===== config.mk =====
export PLATFORM = sky130hd
export DESIGN_NAME = rv32i_imem_loader
export DESIGN_NICKNAME = d
export VERILOG_FILES = /design/src/rtl/rv32i_imem_loader_pkg.sv /design/src/rtl/rv32i_imem_loader.sv
export SDC_FILE = /design/constraint.sdc
export NUM_CORES = 1
export LEC_CHECK = 0
export CORE_UTILIZATION = 60
export CTS_CLUSTER_SIZE = 30
export DETAILED_ROUTE_END_ITERATION = 10
export PLACE_DENSITY_LB_ADDON = 0.2
export REMOVE_ABC_BUFFERS = 1
export SLEW_MARGIN = 0
export SYNTH_ARGS = -nofsm -noshare
export SYNTH_HDL_FRONTEND = slang
export SYNTH_SLANG_ARGS = --single-unit
export TNS_END_PERCENT = 1

===== constraint.sdc =====
create_clock -name clk -period 4.6 [get_ports clk]
set_input_delay 0.92 -clock clk [delete_from_list [all_inputs] [get_ports clk]]
set_output_delay 0.92 -clock clk [all_outputs]
set_load 0.02 [all_outputs]

===== src/rtl/rv32i_imem_loader_pkg.sv =====
// Shared types and constants for the instruction-memory loader.
package rv32i_loaderPkg;

  typedef enum logic [2:0] {
    ST_IDLE,
    ST_CNT_LO,
    ST_CNT_HI,
    ST_DATA,
    ST_CSUM,
    ST_DONE,
    ST_ERROR
  } loader_state_t;

  localparam logic [7:0]  LOADER_MAGIC  = 8'hA5;
  localparam int unsigned LOADER_CSUM_W = 8;

endpackage


===== src/rtl/rv32i_imem_loader.sv =====
// Framed byte-stream loader that writes a program into instruction RAM and
// holds the pipeline in reset until a frame with a good checksum completes.
module rv32i_imem_loader
  import rv32i_loaderPkg::*;
#(
  parameter int unsigned MEM_WORDS      = 1024,
  parameter int unsigned TIMEOUT_CYCLES = 100000
) (
  input  logic        clk,
  input  logic        reset,
  input  logic [7:0]  rx_data,
  input  logic        rx_valid,
  output logic        rx_ready,
  output logic [29:0] w_addr,
  output logic [31:0] w_data,
  output logic        w_en,
  output logic        cpu_hold,
  output logic        load_done,
  output logic        load_error
);

  localparam int unsigned TMO_W = $clog2(TIMEOUT_CYCLES + 1);
  localparam int unsigned IDX_W = 16;

  loader_state_t              state_q, state_d;
  logic [IDX_W-1:0]           cnt_q, cnt_d;
  logic [IDX_W-1:0]           idx_q, idx_d;
  logic [23:0]                word_q, word_d;
  logic [1:0]                 lane_q, lane_d;
  logic [LOADER_CSUM_W-1:0]   csum_q, csum_d;
  logic [TMO_W-1:0]           tmo_q, tmo_d;
  logic [29:0]                w_addr_d;
  logic [31:0]                w_data_d;
  logic                       w_en_d, hold_d, done_d, err_d, rx_ready_d;
  logic                       accept_c, timing_c;
  logic [IDX_W-1:0]           count_c;

  assign accept_c = rx_valid && rx_ready;
  assign timing_c = (state_q == ST_CNT_LO) || (state_q == ST_CNT_HI) ||
                    (state_q == ST_DATA)   || (state_q == ST_CSUM);
  assign count_c  = {rx_data, cnt_q[7:0]};

  // State and output registers; reset drops any partial word silently.
  always_ff @(posedge clk) begin
    if (!reset) begin
      state_q    <= ST_IDLE;
      cnt_q      <= '0;
      idx_q      <= '0;
      word_q     <= '0;
      lane_q     <= '0;
      csum_q     <= '0;
      tmo_q      <= '0;
      rx_ready   <= 1'b0;
      w_addr     <= '0;
      w_data     <= '0;
      w_en       <= 1'b0;
      cpu_hold   <= 1'b0;
      load_done  <= 1'b0;
      load_error <= 1'b0;
    end else begin
      state_q    <= state_d;
      cnt_q      <= cnt_d;
      idx_q      <= idx_d;
      word_q     <= word_d;
      lane_q     <= lane_d;
      csum_q     <= csum_d;
      tmo_q      <= tmo_d;
      rx_ready   <= rx_ready_d;
      w_addr     <= w_addr_d;
      w_data     <= w_data_d;
      w_en       <= w_en_d;
      cpu_hold   <= hold_d;
      load_done  <= done_d;
      load_error <= err_d;
    end
  end

  // Next-state and next-output logic.
  always_comb begin
    state_d    = state_q;
    cnt_d      = cnt_q;
    idx_d      = idx_q;
    word_d     = word_q;
    lane_d     = lane_q;
    csum_d     = csum_q;
    tmo_d      = tmo_q;
    rx_ready_d = 1'b1;
    w_addr_d   = w_addr;
    w_data_d   = w_data;
    w_en_d     = 1'b0;
    hold_d     = cpu_hold;
    done_d     = load_done;
    err_d      = load_error;

    if (timing_c) begin
      tmo_d = accept_c ? '0 : tmo_q + TMO_W'(1);
    end

    if (timing_c && (tmo_q == TMO_W'(TIMEOUT_CYCLES))) begin
      state_d = ST_ERROR;
      err_d   = 1'b1;
      hold_d  = 1'b1;
      tmo_d   = '0;
    end else if (accept_c) begin
      unique case (state_q)
        ST_IDLE, ST_DONE, ST_ERROR: begin
          if (rx_data == LOADER_MAGIC) begin
            state_d = ST_CNT_LO;
            hold_d  = 1'b1;
            done_d  = 1'b0;
            err_d   = 1'b0;
            idx_d   = '0;
            lane_d  = '0;
            csum_d  = '0;
            tmo_d   = '0;
          end
        end
        ST_CNT_LO: begin
          cnt_d   = {8'h00, rx_data};
          state_d = ST_CNT_HI;
        end
        ST_CNT_HI: begin
          cnt_d = count_c;
          if (32'(count_c) > MEM_WORDS) begin
            state_d = ST_ERROR;
            err_d   = 1'b1;
          end else if (count_c == '0) begin
            state_d = ST_CSUM;
          end else begin
            state_d = ST_DATA;
          end
        end
        ST_DATA: begin
          // Bytes arrive LSB first, so shift in from the top.
          csum_d = csum_q + rx_data;
          word_d = {rx_data, word_q[23:8]};
          lane_d = lane_q + 2'd1;
          if (lane_q == 2'd3) begin
            w_en_d   = 1'b1;
            w_addr_d = 30'(idx_q);
            w_data_d = {rx_data, word_q};
            idx_d    = idx_q + IDX_W'(1);
            if (idx_q == cnt_q - IDX_W'(1)) begin
              state_d = ST_CSUM;
            end
          end
        end
        ST_CSUM: begin
          if (rx_data == csum_q) begin
            state_d = ST_DONE;
            hold_d  = 1'b0;
            done_d  = 1'b1;
          end else begin
            state_d = ST_ERROR;
            err_d   = 1'b1;
          end
        end
        default: state_d = ST_IDLE;
      endcase
    end
  end

endmodule


==> summary.md, run 1 <==
Among all stages on the critical path, the largest delay is contributed by nor3_1. Max-cap violations in this run came to 0. Between clock sinks in the finished design, the worst skew comes to 0.00943 ns. The total area inside the core boundary comes to 10400 um^2.

Cells fill 73.5% of the core in the end. The cell total after placement was 965. The tools report the number of antenna violations at the first check in global routing as 0. The total track usage was 27.7%. The flow ran to the end, and the final reports show no timing, DRC or antenna violations. Excluding fillers, the count of instances in the completed layout stands at 997. The floorplan step set the die height to 106 um. The area fraction in compound gates after synthesis is 12.9%.

The run gives 9.68 mm as the total half-perimeter wirelength after legalization and detailed placement. The relative area change from synthesis to final layout is 17.7%, and the average vias per placed instance is 5.70. Each instance of the synthesized netlist takes up on average 8.05 um^2.

The number of buffer and inverter instances along the worst setup path was 1; the insertion delay of the later-clocked pin in the worst-skew pair was 0.54 ns. The number of flops mapped to enable cells by yosys was 0; the via total after detailed routing was 5681. The count of input and output buffers is 63, and the final critical delay including setup and external delays is 3.32 ns. The logs give 0 for the number of nets with antenna violations after detailed routing and 27.7% for the normalized max-slew margin. Of all flip-flops after synthesis, the portion carrying an async set or reset was 0%. For the number of antenna cells inserted, the log shows 0.

The hold violation count in the final report is 0, and the xor and xnor area share after synthesis is 8.35%. Counting every sink on the clock net gives 139. Of the total synthesized cell area, the portion taken by AND, OR, NAND and NOR gates is 25.6%. In the synthesized netlist the dominant register cell turns out to be dfxtp_1. Synthesis produced 808 cells. The kind of end point of the critical path is a flop. First-pass GRT wire length: 24.7 mm. The register bit count reported by yosys is 139, and the net count reported at finish is 873. For this design the ratio of total power to cell area is 337 nW/um^2. In this run the count of I/O pins placed on the die edge is 78. The tightest min-delay check is of the reg -> reg type.

The number of iterations in the first detailed-routing pass came out at 6. After clock tree synthesis, the clock-pin slew on the worst setup and hold paths is 0.06 ns. The signal on the critical path passes through clkdlybuf4s50_1 -> or3_4 -> o41ai_1 -> a22oi_1 -> nor3_1 -> nand3_1 -> xor2_1 -> nor2_1. After detailed routing, the average wire length per cell comes to 15.1 um.

The run gives 62.4% as the initial core utilization. The tools report the kind of launch point of the worst setup path as a primary input. The run gives 5359 as the via count of the first global-routing pass. In this run the core area contains 37 standard-cell rows.

The kind of critical path was in -> reg. The share of final-layout standard cells stronger than drive strength 1 was 6.39%. The die span in x came out at 106 um. Pin count of the biggest net entering global routing: 105. The number of violations reported at the end of detailed-routing iteration 0 is 360, and the achievable frequency is 301 MHz. The share of synthesized area spent on multiplexers came out at 2.00%. The sequential share of the synthesized area was 42.8%. The tools report the root buffer cell as clkbuf_8. After routing, the total negative slack on setup checks comes to 0 ns.

For the pin with the worst max-slew slack, the measured transition is 1.08 ns. Counting along the longest clock path gives a buffer depth of 2. The full die area was 11300 um^2. The tools report the number of gates resized after CTS as 0. The final critical path takes up 72.2% of the cycle. In this run the post-CTS setup repair buffer count came out at 0. By area, the combinational part of the netlist is dominated by simple AND/OR/NAND/NOR gates. In this run the static leakage power is 2.73 nW.

The number of buffers created by CTS was 17; the total detailed-routing wirelength was 15.0 mm. The top fanout value on the critical path works out to 7. The critical path data arrival time is 3.72 ns.

The run gives 6500 um^2 as the netlist area before placement. The residual DRC count was 0. The H-tree was split into 4 levels. The final number of max-transition violations was 0. For the global placement routability congestion, the log shows 0.933. Setup repair after global routing left no endpoint under its margin. TritonCTS built the clock tree.

The Yosys step of the flow raised 0 warnings. At the worst endpoint, the required time is 5.00 ns. The logs give 0.180 mV for the maximum VDD drop and 0 for the total congestion overflow after global routing. Broken down by cell family, the worst path's largest delay share belongs to simple AND/OR/NAND/NOR gates.

Yosys mapped the design onto 65 distinct sky130hd cell types. The run gives 0 as the number of hold buffers added after cts. Setup violations remaining at the end of the flow were counted as 0. The synthesized netlist devotes 2.96% of its cell area to adder and majority cells.

Delay contributed by the slowest stage of the critical path: 0.62 ns.
flip-flops by register name (all words and copies together), names as in the netlist:
name,flops
tmo_q,17
cnt_q,16
load_error,1
load_done,1
csum_q,8
idx_q,16
word_q,24
rx_ready,1
w_en,1
cpu_hold,1
state_q,3
lane_q,2
w_addr,16
w_data,32
kinds of logic (layout without fill, tap and decap cells):
logic type,count (synthesis),in the layout
and+or+nand+nor,362,362
DFF,139,139
xor gates and xnor gates,62,62
muxes,13,13
adders and majority gates,15,15
buffers and inverters,73,113
AOI/OAI and AO/OA,143,143
other,1,14
path summary, 6_finish.rpt:
check	cells after the start	to	startpoint	slack [ns]
hold / removal	2	w_addr[13]	w_addr[13]	0.45
setup / recovery	8	idx_q[3]	rx_data[3]	1.28
setup reg to reg	11	w_data[21]	tmo_q[0]	1.40
hold reg to reg	2	w_addr[13]	w_addr[13]	0.45
power breakdown:
part | leakage [nW] | switching [mW] | total, mW | internal, mW
registers | 1.12 | 0.000625 | 1.20 | 1.20
clock network | 0.273 | 0.559 | 1.30 | 0.742
logic | 1.34 | 0.0533 | 0.0711 | 0.0178
total | 2.73 | 0.613 | 2.58 | 1.96
area by class of cell:
type	instances	area [um^2]
clock buffer	18	428
timing repair buffer	67	661
clock inverter	14	134
fill	813	2760
sequential	139	2780
tap	136	170
multi-input combinational	609	3420
inverter	14	52.6
metrics by stage:
stage / power (mW) / cell area, um^2 / hold slack [ns] / worst slack (ns)
after global placement: 1.30 / 7090 / 0.437 / 0.932
after detailed placement: 1.30 / 7090 / 0.446 / 0.807
after floorplan: 1.27 / 6260 / 0.432 / 0.494
final: 2.58 / 7650 / 0.451 / 1.28
after global routing: 2.64 / 7650 / 0.476 / 1.17
after CTS: 2.58 / 7650 / 0.455 / 1.28
cell usage after synthesis, drive strengths merged (2+ instances only):
| library cell | count | area share [%] |
|---|---|---|
| nand3 | 18 | 1.4 |
| nor4 | 7 | 1.0 |
| dfxtp | 139 | 43 |
| a311oi | 2 | 0.27 |
| clkbuf | 34 | 2.0 |
| and4 | 2 | 0.27 |
| o211ai | 3 | 0.35 |
| nor2b | 5 | 0.48 |
| nand2 | 179 | 10 |
| or2 | 10 | 0.96 |
| nor2 | 79 | 4.6 |
| inv | 13 | 0.75 |
| xor2 | 34 | 4.6 |
| nor4bb | 3 | 0.46 |
| and2 | 2 | 0.19 |
| o21bai | 2 | 0.23 |
| a22oi | 7 | 0.81 |
| a21oi | 93 | 7.2 |
| mux2i | 13 | 2.0 |
| nand4 | 11 | 1.1 |
| nand4b | 2 | 0.27 |
| ha | 13 | 2.5 |
| o21ai | 10 | 0.77 |
| a31oi | 4 | 0.38 |
| and3 | 5 | 0.48 |
| nor3 | 17 | 1.6 |
| buf | 25 | 2.5 |
| a211oi | 4 | 0.46 |
| or3 | 8 | 0.85 |
| nor4b | 2 | 0.37 |
| nand2b | 6 | 0.58 |
| o41ai | 4 | 0.65 |
| a21o | 2 | 0.23 |
| xnor2 | 28 | 3.8 |
| nand3b | 2 | 0.23 |
worst register-to-register path, stage by stage (launching register included):
cell	delay (ns)
dfxtp_1	0.34
inv_1	0.09
ha_1	0.16
nor4bb_1	0.39
nand4_1	0.20
o21bai_1	0.77
nor2_2	0.03
buf_4	0.27
nand2_1	0.11
buf_4	0.43
nand2_1	0.14
a21oi_1	0.18
cell usage in the layout (no fill, tap or decap), drive strengths merged, types with 3 or more instances in the layout:
cell type and count:
nand4 11, a21oi 93, xor2 34, a22oi 7, a31oi 4, or2 10
a211oi 4, dfxtp 139, buf 4, nand2 179, conb 14, clkinv 5
clkbuf 18, or3 8, o41ai 4, nor2b 5, nor2 79, clkdlybuf4s50 63
nor3 17, xnor2 28, nand2b 6, mux2i 13, o211ai 3, inv 20
nand3 18, nor4bb 3, o21ai 10, nor4 7, and3 5, ha 13
per-layer routing:
| metal | vias up | part of all wire (%) | global-route usage, % |
|---|---|---|---|
| met3 | 49 | 5.4 | 6.01 |
| met4 | 0 | 2.7 | 12.1 |
| met2 | 214 | 49 | 47.2 |
| met1 | 2648 | 43 | 33.6 |
| met5 | - | 0 | 0 |
| li1 | 2770 | - | - |
(Power assumes the default switching activity.)
==> run 2: changes to the inputs <==
--- a/config.mk
+++ b/config.mk
@@ -5,7 +5,7 @@
 export SDC_FILE = /design/constraint.sdc
 export NUM_CORES = 1
 export LEC_CHECK = 0
-export CORE_UTILIZATION = 60
+export CORE_UTILIZATION = 56
 export CTS_CLUSTER_SIZE = 30
 export DETAILED_ROUTE_END_ITERATION = 10
 export PLACE_DENSITY_LB_ADDON = 0.2
==> constraint.sdc (replaced) <==
create_clock -name clk -period 3.3 [get_ports clk]
set_input_delay 0.66 -clock clk [delete_from_list [all_inputs] [get_ports clk]]
set_output_delay 0.66 -clock clk [all_outputs]
set_load 0.02 [all_outputs]
==> run 2 against run 1 <==
  * Sequential power increased by 40%
  * Hold slack improved by 0.00059 ns
  * Wire length about the same
  * Cell count increased by 2.1%
  * Largest power group unchanged
  * First-iteration DRC count increased by 6.9%
  * Worst setup slack got worse by 0.81 ns
  * Non-clock buffer count increased by 18
==> summary.md, run 2 (synthesis gave the netlist of run 1 again) <==
For the number of violations reported at the end of detailed-routing iteration 0, the log shows 385 (+6.9%). The library cell used most frequently in the layout, excluding fill and tap cells, is nand2_1. The hold violation count in the final report was 0 (unchanged).

The run gives 44.4% (+17 points) as the normalized max-slew margin. The number of antenna violations at the first check in global routing is 0 (unchanged), and the number of nets with antenna violations after detailed routing is 0 (unchanged). For the net switching component of the power, the log shows 766 uW (+25%). The logs give 78 (unchanged) for the number of top-level pins and 0 (unchanged) for the total congestion overflow after global routing. The critical path data arrival time is 3.16 ns (-0.56 ns). The insertion delay of the later-clocked pin in the worst-skew pair was 0.43 ns (-0.11 ns); the top fanout value on the critical path was 4 (-3). More flip-flops sit in one register than any other, and that register is w_data. For the area of the core region, the log shows 11100 um^2 (+6.4%). Worst endpoint required time: 3.62 ns (-1.38 ns). The setup slack on the worst flop-to-flop path is 0.55 ns (-0.85 ns), and the final number of max-transition violations is 0 (unchanged).

The global placement routability congestion is 0.913 (-2.2%). The internal power component was 2.91 mW (+48%); the power density over cell area was 468 nW/um^2 (+39%). Residual DRC count: 0 (unchanged). For the pin count of the biggest net entering global routing, the log shows 103 (-1.9%). Number of buffers created by CTS: 17 (unchanged). The total half-perimeter wirelength after legalization and detailed placement is 10.2 mm (+5.5%). The placement row count is 38 (+2.7%).

Relative to the synthesized area, the layout overhead comes to 20.8%. The tools report the root buffer cell as clkbuf_16. The delay contributed by the slowest stage of the critical path was 0.54 ns (-0.08 ns).

The total negative setup slack was 0 ns (unchanged). Share of final-layout standard cells stronger than drive strength 1: 7.86% (+1.5 points). The transition time at the pin with the least slew margin came out at 0.833 ns (-0.243 ns). The kind of critical path was in -> reg. The cell family contributing the most delay on the critical path is simple AND/OR/NAND/NOR gates. The full die area is 12000 um^2 (+7.0%), and the initial core utilization is 58.7% (-3.7 points).

For the final count of negative-setup-slack endpoints, the log shows 0 (unchanged). The number of antenna cells inserted is 0 (unchanged). The setup fix buffers added after clock tree synthesis came out at 0 (unchanged).

Via total after detailed routing: 5698 (+0.30%). The maximum VDD drop was 0.411 mV (+130%); the number of iterations in the first detailed-routing pass was 5 (-1). The die span in x was 110 um (+3.4%). The number of flip-flops in the largest register is 32 (unchanged), and the count of H-tree levels built during CTS is 4 (unchanged).

In the final layout, the registers with the most flip-flops are w_data: 32 flops, word_q: 24 flops, tmo_q: 17 flops. Worst clock skew: 0.00702 ns (-0.00241 ns). The leakage component of the power was 2.85 nW (+4.2%); the average detailed-routed wire length per instance was 14.7 um (-2.1%). In this run the critical register-to-register path is launched from state_q[1]. The number of gates resized after CTS is 0 (unchanged), and the die span in y is 110 um (+3.4%). The slowest stage of the critical path is the or4_1 cell. Switching portion of total power: 20.9% (-2.9 points). The tools report the max-cap check violation count as 0 (unchanged). The run gives 3.67 mW (+43%) as the total power after layout.

The critical path starts at rx_data[3]. The number of buffer and inverter instances along the worst setup path came out at 1 (unchanged). Setup repair after global routing left no endpoint under its margin. The final critical delay including setup and external delays is 2.84 ns, and the number of standard cells in the final layout excluding fillers is 1018 (+2.1%).

The fill cell instance count of the final layout is 913 (+12%). The type of the tightest min-delay check is reg -> reg. The total track usage is 26.7% (-0.99 points).

TritonCTS built the clock tree. The logs give 24.5 mm (-0.84%) for the first-pass GRT wire length and 51.1% (+0.6 points) for the share of total power in the clock network. The tools report the sequential group share of total power as 45.8% (-1.0 points).

The worst setup path is launched from a primary input. The via count of the first global-routing pass is 5113 (-4.6%), and the ratio of final minimum period to clock period is 85.9%. The run gives 0 (unchanged) as the number of hold buffers added after cts. The kind of end point of the critical path is a flop. For the minimum setup slack in the final design, the log shows 0.464 ns (-0.814 ns). The share of power burned in combinational logic is 3.1% (+0.3 points).

The total detailed-routing wirelength is 15.0 mm (about the same), and the post-CTS clock slew at the launch and capture registers of the worst setup and hold paths is 0.06 ns (about the same). The flow ran to the end, and the final reports show no timing, DRC or antenna violations. The count of input and output buffers was 63 (unchanged); the maximum clock path buffer count was 2 (unchanged).

In this run the most critical hold path is launched from w_data[11]. Pre-CTS setup slack: 0.0502 ns (-0.756 ns). The average vias per placed instance works out to 5.60 (-1.8%).

In the layout the commonest cells are nand2_1, dfxtp_1, a21oi_1. Traced cell by cell, the critical path runs through clkdlybuf4s50_1 -> or3_4 -> nor3_4 -> o21ba_2 -> o211ai_1 -> or4_1 -> o31a_1 -> o41ai_2. The logs give 353 MHz for the achievable frequency and 139 (unchanged) for the count of clock tree sinks.

The tools report the cell total after placement as 987 (+2.3%). For the net count reported at finish, the log shows 891 (+2.1%).
run 2: changes by cell type in the layout (fill, tap and decap cells not counted), moves of 2 or more:
| cell | before | now |
|---|---|---|
| clkinv_4 | 3 | 1 |
| inv_6 | 6 | 1 |
| buf_4 | 4 | 19 |
| clkbuf_8 | 2 | 4 |
| buf_12 | 0 | 3 |
| clkbuf_1 | 0 | 5 |
| clkinvlp_4 | 2 | 0 |
run 2: metrics by stage:
stage / hold slack, ns / instance area (um^2) / utilization, %
after CTS: 0.453 / 7850 / 70.9
after detailed placement: 0.445 / 7270 / 65.6
after global placement: 0.440 / 7270 / 65.6
after global routing: 0.466 / 7850 / 70.9
after floorplan: 0.432 / 6260 / -
final: 0.452 / 7850 / 70.9
run 2: worst reg2reg max path: stages (launching register included):
cell and delay [ns]:
dfxtp_1 0.61, nor2_1 0.16, xor2_1 0.21, o21bai_1 0.72
nor2_2 0.12, nand2_2 0.10, buf_4 0.43, nand2_1 0.15
a21oi_1 0.19
run 2: worst paths after layout:
kind | end | depth (start not counted)
setup / recovery | state_q[2] | 8
hold reg to reg | w_data[11] | 2
setup reg to reg | w_data[27] | 8
hold / removal | w_data[11] | 2
run 2: area by class of cell:
cell class	instances	area (um^2)	share of cell area [%]
flip-flops and latches	139	2780	35.4
inverters	14	52.6	0.669
repair buffers	85	833	10.6
clock inverters	5	82.6	1.05
multi-input cells	609	3430	43.7
well taps	140	175	2.23
clock buffers	26	499	6.36
run 2: power groups by stage:
stage               Clock [mW]  Sequential, mW  Combinational [mW]
floorplan                    0            1.72              0.0544
global placement             0            1.72               0.114
detailed placement           0            1.72               0.114
CTS                       1.90            1.68               0.114
global route              1.98            1.68               0.124
finish                    1.88            1.68               0.115
run 2: layer usage:
metal | vias to the layer above | track usage, % | part of all wire, %
li1 | 2807 | - | -
met1 | 2700 | 32.8 | 44
met2 | 163 | 44.4 | 49
met3 | 28 | 5.99 | 4.6
met4 | 0 | 12.4 | 2.4
met5 | - | 0 | 0
